`src/rtl/sr_cmd_pkg.sv`:
```
// ============================================================================
// Module   : sr_cmd_pkg
// Purpose  : Shared types and constants for the SR command conditioner.
// Revision : 1.0 - initial release
// ============================================================================
`default_nettype none

package sr_cmd_pkg;

  typedef enum logic [1:0] {
    ST_IDLE = 2'd0,
    ST_EMIT = 2'd1,
    ST_GAP  = 2'd2
  } state_t;

  typedef enum logic [1:0] {
    CMD_NONE = 2'd0,
    CMD_SET  = 2'd1,
    CMD_CLR  = 2'd2
  } cmd_t;

  localparam int c_mode_clr_wins = 0;
  localparam int c_mode_set_wins = 1;
  localparam int c_mode_drop     = 2;

  // Resolves same-cycle qualified requests into at most one command.
  function automatic cmd_t arbitrate(input logic set_q, input logic clr_q, input int mode);
    cmd_t cmd;
    cmd = CMD_NONE;
    if (set_q && clr_q) begin
      if (mode == c_mode_set_wins)
        cmd = CMD_SET;
      else if (mode == c_mode_clr_wins)
        cmd = CMD_CLR;
    end else if (set_q) begin
      cmd = CMD_SET;
    end else if (clr_q) begin
      cmd = CMD_CLR;
    end
    return cmd;
  endfunction

endpackage

`default_nettype wire

```
`src/rtl/sr_debounce.sv`:
```
// ============================================================================
// Module   : sr_debounce
// Purpose  : 2-flop synchronizer, counting debouncer and rising-edge pulse.
// Revision : 1.0 - initial release
// ============================================================================
`default_nettype none

module sr_debounce #(
  parameter int DEBOUNCE_CYCLES = 4,
  parameter int CNT_W           = 8
) (
  input  logic clk,
  input  logic reset,
  input  logic raw,
  output logic rise
);

  localparam logic [CNT_W-1:0] c_cnt_last = CNT_W'(DEBOUNCE_CYCLES - 1);

  logic             r_sync1;
  logic             r_sync2;
  logic             r_level;
  logic             r_rise;
  logic [CNT_W-1:0] r_cnt;

  always_ff @(posedge clk) begin
    if (reset) begin
      r_sync1 <= 1'b0;
      r_sync2 <= 1'b0;
      r_level <= 1'b0;
      r_rise  <= 1'b0;
      r_cnt   <= '0;
    end else begin
      r_sync1 <= raw;
      r_sync2 <= r_sync1;
      r_rise  <= 1'b0;
      // Level only moves after DEBOUNCE_CYCLES consecutive disagreeing samples.
      if (r_sync2 != r_level) begin
        if (r_cnt == c_cnt_last) begin
          r_level <= r_sync2;
          r_cnt   <= '0;
          r_rise  <= r_sync2;
        end else begin
          r_cnt <= r_cnt + 1'b1;
        end
      end else begin
        r_cnt <= '0;
      end
    end
  end

  assign rise = r_rise;

endmodule

`default_nettype wire

```
`src/rtl/sr_cmd_conditioner.sv`:
```
// ============================================================================
// Module   : sr_cmd_conditioner
// Purpose  : Turns raw set/clear requests into spaced, exclusive S/R pulses.
// Revision : 1.0 - initial release
// ============================================================================
`default_nettype none

module sr_cmd_conditioner #(
  parameter int DEBOUNCE_CYCLES = 4,
  parameter int MIN_GAP         = 2,
  parameter int CONFLICT_MODE   = 0,
  parameter int CNT_W           = 8
) (
  input  logic clk,
  input  logic reset,
  input  logic set_raw,
  input  logic clr_raw,
  input  logic en,
  output logic S,
  output logic R,
  output logic conflict,
  output logic busy
);

  import sr_cmd_pkg::*;

  localparam bit               c_has_gap  = (MIN_GAP > 0);
  localparam logic [CNT_W-1:0] c_gap_last = c_has_gap ? CNT_W'(MIN_GAP - 1) : '0;

  logic             w_set_rise;
  logic             w_clr_rise;
  cmd_t             w_req;
  cmd_t             w_cmd;
  logic             w_launch;

  state_t           r_state,   w_state_nx;
  cmd_t             r_pend,    w_pend_nx;
  logic [CNT_W-1:0] r_gap_cnt, w_gap_nx;
  logic             r_s,       w_s_nx;
  logic             r_r,       w_r_nx;
  logic             r_conflict;

  sr_debounce #(.DEBOUNCE_CYCLES(DEBOUNCE_CYCLES), .CNT_W(CNT_W)) u_db_set (
    .clk   (clk),
    .reset (reset),
    .raw   (set_raw),
    .rise  (w_set_rise)
  );

  sr_debounce #(.DEBOUNCE_CYCLES(DEBOUNCE_CYCLES), .CNT_W(CNT_W)) u_db_clr (
    .clk   (clk),
    .reset (reset),
    .raw   (clr_raw),
    .rise  (w_clr_rise)
  );

  assign w_req = en ? arbitrate(w_set_rise, w_clr_rise, CONFLICT_MODE) : CMD_NONE;

  always_ff @(posedge clk) begin
    if (reset) begin
      r_state    <= ST_IDLE;
      r_pend     <= CMD_NONE;
      r_gap_cnt  <= '0;
      r_s        <= 1'b0;
      r_r        <= 1'b0;
      r_conflict <= 1'b0;
    end else begin
      r_state    <= w_state_nx;
      r_pend     <= w_pend_nx;
      r_gap_cnt  <= w_gap_nx;
      r_s        <= w_s_nx;
      r_r        <= w_r_nx;
      r_conflict <= w_set_rise & w_clr_rise;
    end
  end

  always_comb begin
    w_state_nx = r_state;
    w_pend_nx  = r_pend;
    w_gap_nx   = r_gap_cnt;
    w_s_nx     = 1'b0;
    w_r_nx     = 1'b0;
    w_cmd      = CMD_NONE;
    if (en)
      w_cmd = (w_req != CMD_NONE) ? w_req : r_pend;

    // The last busy cycle can launch directly, giving MIN_GAP+1 pulse spacing.
    case (r_state)
      ST_IDLE: w_launch = 1'b1;
      ST_EMIT: w_launch = !c_has_gap;
      ST_GAP:  w_launch = (r_gap_cnt == c_gap_last);
      default: w_launch = 1'b1;
    endcase

    if (!en)
      w_pend_nx = CMD_NONE;

    if (w_launch) begin
      w_gap_nx  = '0;
      w_pend_nx = CMD_NONE;
      if (w_cmd != CMD_NONE) begin
        w_state_nx = ST_EMIT;
        w_s_nx     = (w_cmd == CMD_SET);
        w_r_nx     = (w_cmd == CMD_CLR);
      end else begin
        w_state_nx = ST_IDLE;
      end
    end else begin
      if (r_state == ST_EMIT) begin
        w_state_nx = ST_GAP;
        w_gap_nx   = '0;
      end else begin
        w_gap_nx = r_gap_cnt + 1'b1;
      end
      if (w_req != CMD_NONE)
        w_pend_nx = w_req;
    end
  end

  assign S        = r_s;
  assign R        = r_r;
  assign conflict = r_conflict;
  assign busy     = (r_state != ST_IDLE);

endmodule

`default_nettype wire

```
`config.mk`:
```
export PLATFORM = sky130hd
export DESIGN_NAME = sr_cmd_conditioner
export DESIGN_NICKNAME = d
export VERILOG_FILES = /design/src/rtl/sr_cmd_pkg.sv /design/src/rtl/sr_debounce.sv /design/src/rtl/sr_cmd_conditioner.sv
export SDC_FILE = /design/constraint.sdc
export NUM_CORES = 1
export LEC_CHECK = 0
export ABC_AREA = 1
export CORE_MARGIN = 3
export CORE_UTILIZATION = 45
export CTS_CLUSTER_DIAMETER = 60
export DETAILED_ROUTE_END_ITERATION = 7
export PLACE_DENSITY = 0.72
export SLEW_MARGIN = 20
export SYNTH_ARGS = -nofsm -noshare
export SYNTH_HDL_FRONTEND = slang
export SYNTH_SLANG_ARGS = --single-unit
```
`constraint.sdc`:
```
create_clock -name clk -period 1.2 [get_ports clk]
set_clock_uncertainty 0.15 [all_clocks]
set_input_delay 0.12 -clock clk [delete_from_list [all_inputs] [get_ports clk]]
set_output_delay 0.12 -clock clk [all_outputs]
set_load 0.02 [all_outputs]
```
==> results.json <==
{
  "outcome": "complete, but fails checks",
  "violations": "negative setup slack",
  "track_usage_pct": 15.5,
  "die-area_sq_um": 4500,
  "dpl.hpwl_um": 2010,
  "synth_ff_type": "dfxtp_1",
  "cts_tree": "built",
  "cts_buffer_depth": 2,
  "die_w_um": 67.1,
  "cp.arrival_ns": 1.32,
  "hold_end": "u_db_set.r_sync1$_SDFF_PP0_",
  "async_flop_share_pct": 0,
  "fmax_ghz": 0.775,
  "ys_seq_elements": 39,
  "layout-drive-gt1-share_pct": 42.8,
  "start_kind": "flip-flop",
  "cts_buffers": 5,
  "clkTransAtPathRegs_ns": 0.07,
  "htree_levels": 2,
  "cts.sinks": 39,
  "grt_overflow_total": 0,
  "clkLatencyLatePin_ns": 0.28,
  "r2r-end": "r_pend[1]$_SDFFE_PP0P_",
  "io-pin-count": 9,
  "drc": 0,
  "synth.yosys.warnings": 0,
  "yosysTopAreaCell": "dfxtp_1",
  "seq_area_frac_synth_pct": 46.5,
  "synth_area_sq_um": 1680,
  "antenna_found_initial": 0,
  "cpMostUsedCell": "nand2_2",
  "critPathMaxFanout": 4,
  "critPathKind": "flip-flop to flip-flop",
  "rsz0062_at_grt": "true",
  "first_global_vias": 1303,
  "power.leakage_nw": 0.931,
  "cts_root_buffer": "clkbuf_8",
  "crit_slowest_cell": "dfxtp_4",
  "fin_ws_ns": -0.0908,
  "grt_start_max_net_pins": 12,
  "fin_nets": 265,
  "routed_via_density": 4.60,
  "fin_crit_sh_pct": 108,
  "fillers": 262,
  "synth_top_area_share_pct": 46.5,
  "yosys-top-cells-area": "dfxtp_1 47%, nand2_1 8.9%, inv_1 7.4%",
  "dieHeight_um": 67.1,
  "worst_r2r_path_depth": 9,
  "grt_first_pass_wirelength_um": 5260,
  "utilization_pct": 68.5,
  "syn_nets": 223,
  "routedWlPerCell_um": 10.9,
  "rrSetupSlack_ns": -0.09,
  "endpoint_kind": "flip-flop",
  "n_antenna_cell": 0,
  "finalCriticalPeriod_ns": 1.29,
  "drt_wl_total_um": 3310,
  "holdCritStartpoint": "set_raw",
  "hp-class": "input port to flip-flop",
  "drtIter0Drc": 92,
  "hold_path_depth": 3,
  "synthCells": 214,
  "syn_avg_cell_area_sq_um": 7.84,
  "ir_worst_vdd_uv": 954,
  "cp_data_required_time_ns": 1.23,
  "ys_types": 24,
  "cap_violations": 0,
  "reg2reg_from": "r_gap_cnt[1]$_SDFF_PP0_",
  "synth.most_common_cell": "nand2_1",
  "report.final.hold_viol_count": 0,
  "postCtsHoldBufs": 0,
  "portBuffers": 8,
  "synth_edf_count": 0,
  "setup_viol": 24,
  "synth_commonest_cells": "40 x nand2_1, 39 x dfxtp_1, 33 x inv_1",
  "max_stage_delay_ns": 0.37,
  "slew-limit-headroom_pct": 83.9,
  "finalPower_mw": 2.19,
  "place_congestion": 0.809,
  "ant_nets": 0,
  "initial_utilization_pct": 48.4,
  "crit_chain": "inv_4 > ha_4 > nand2_2 > nor2_2 > nand2_2 > nand2_2 > nand2_4 > nand2_4 > nor2_2",
  "vias": 1395,
  "first_pass_iters": 4,
  "drv_slew": 0,
  "p_per_area_nw_per_um2": 922,
  "pre_cts_ws_ns": -0.187,
  "core_sq_um": 3470,
  "areaGrowthSynthToFinish_pct": 41.6,
  "worstMarginPinSlew_ns": 0.241,
  "std_cell_rows": 21
}
[per-stage QoR]
| step | hold WS, ns | area (sq um) | cells | setup TNS (ns) |
|---|---|---|---|---|
| 2_1_floorplan | 0.0770 | 1690 | 214 | 0 |
| 3_3_place_gp | 0.240 | 2000 | 290 | -3.37 |
| 3_5_place_dp | 0.249 | 2000 | 290 | -4.40 |
| 4_1_cts | 0.193 | 2230 | 302 | -0.691 |
| 5_1_grt | 0.191 | 2380 | 303 | -3.04 |
| 6_report | 0.195 | 2380 | 303 | -0.930 |
[worst max-delay path, delay by kind of cell, from the launching register on]
family | cells | cell delay, ns
flops | 1 | 0.37
buf+inv | 1 | 0.05
fa+ha+maj | 1 | 0.12
simple gates | 7 | 0.50
[cell type report]
type	count	area [sq um]	share of cell area, %
multi-input cells	138	986	41.5
flip-flops and latches	39	803	33.8
well taps	46	57.6	2.42
repair buffers	36	310	13.1
clock buffers	7	76.3	3.21
inverters	36	138	5.79
clock inverters	1	5.00	0.211
[flip-flops by register name, summed over array words and instances, names as in the netlist]
register and flops:
r_pend 2, S 1, u_db_set.r_sync2 1, u_db_clr.r_sync2 1, u_db_set.r_cnt 8, u_db_clr.r_level 1
u_db_set.rise 1, u_db_clr.r_cnt 8, u_db_set.r_sync1 1, u_db_set.r_level 1, r_state 2, R 1
u_db_clr.r_sync1 1, conflict 1, u_db_clr.rise 1, r_gap_cnt 8
[cell families after synthesis]
family                   count (synthesis)  share of synthesized area (%)
buffers and inverters                   37                           8.35
adder cells (fa/ha/maj)                  4                           2.98
AND/OR/NAND/NOR                        116                           35.0
flip-flops                              39                           46.5
AO/OA/AOI/OAI                           10                           2.98
XOR/XNOR                                 8                           4.18
[how the worst max path moves through the flow]
stage | startpoint | end | slack, ns | cells past startpoint
floorplan | r_gap_cnt[1]$_SDFF_PP0_ | r_pend[0]$_SDFFE_PP0P_ | 0.0002 | 9
global placement | r_state[1]$_SDFFE_PP0P_ | busy | -0.17 | 2
detailed placement | reset | S$_SDFF_PP0_ | -0.19 | 4
CTS | r_state[1]$_SDFFE_PP0P_ | busy | -0.12 | 2
global route | r_gap_cnt[1]$_SDFF_PP0_ | r_pend[1]$_SDFFE_PP0P_ | -0.15 | 9
finish | r_gap_cnt[1]$_SDFF_PP0_ | r_pend[1]$_SDFFE_PP0P_ | -0.09 | 9
[repair_timing]
| item | in CTS | in global routing |
|---|---|---|
| buffers inserted | 4 | 1 |
| setup endpoints to repair | 36 | 38 |
| resized for setup | 40 | 44 |
| pin swaps | 16 | 21 |
[where the power goes]
part | switching (mW) | internal (mW)
registers | 0.00646 | 1.30
logic | 0.0266 | 0.0261
clock network | 0.429 | 0.408
total | 0.462 | 1.73
[routing by layer]
| layer | vias up | wire (um) | GRT usage (%) |
|---|---|---|---|
| li1 | 741 | - | - |
| met1 | 632 | 1470 | 17.0 |
| met2 | 15 | 1680 | 27.0 |
| met3 | 7 | 87 | 4.22 |
| met4 | 0 | 69 | 8.10 |
| met5 | - | 0 | 0 |
[layout by cell type (no fill, tap or decap), types with 3 or more instances in the layout]
cell type	instances
nand2_1	34
inv_1	31
dfxtp_1	27
buf_4	23
nor2_1	18
nor2_2	12
dfxtp_2	9
nand2_4	8
nor2_4	8
buf_6	6
nor3_2	5
nand2_2	5
a21oi_1	5
a21oi_2	5
nand3_1	5
nand4_1	5
clkbuf_8	5
xnor2_1	4
inv_2	4
ha_4	4
clkdlybuf4s50_1	4
nand3b_1	3
nand3_2	3
clkdlybuf4s15_1	3
dfxtp_4	3
No activity file was read; power rests on OpenSTA's default activity.
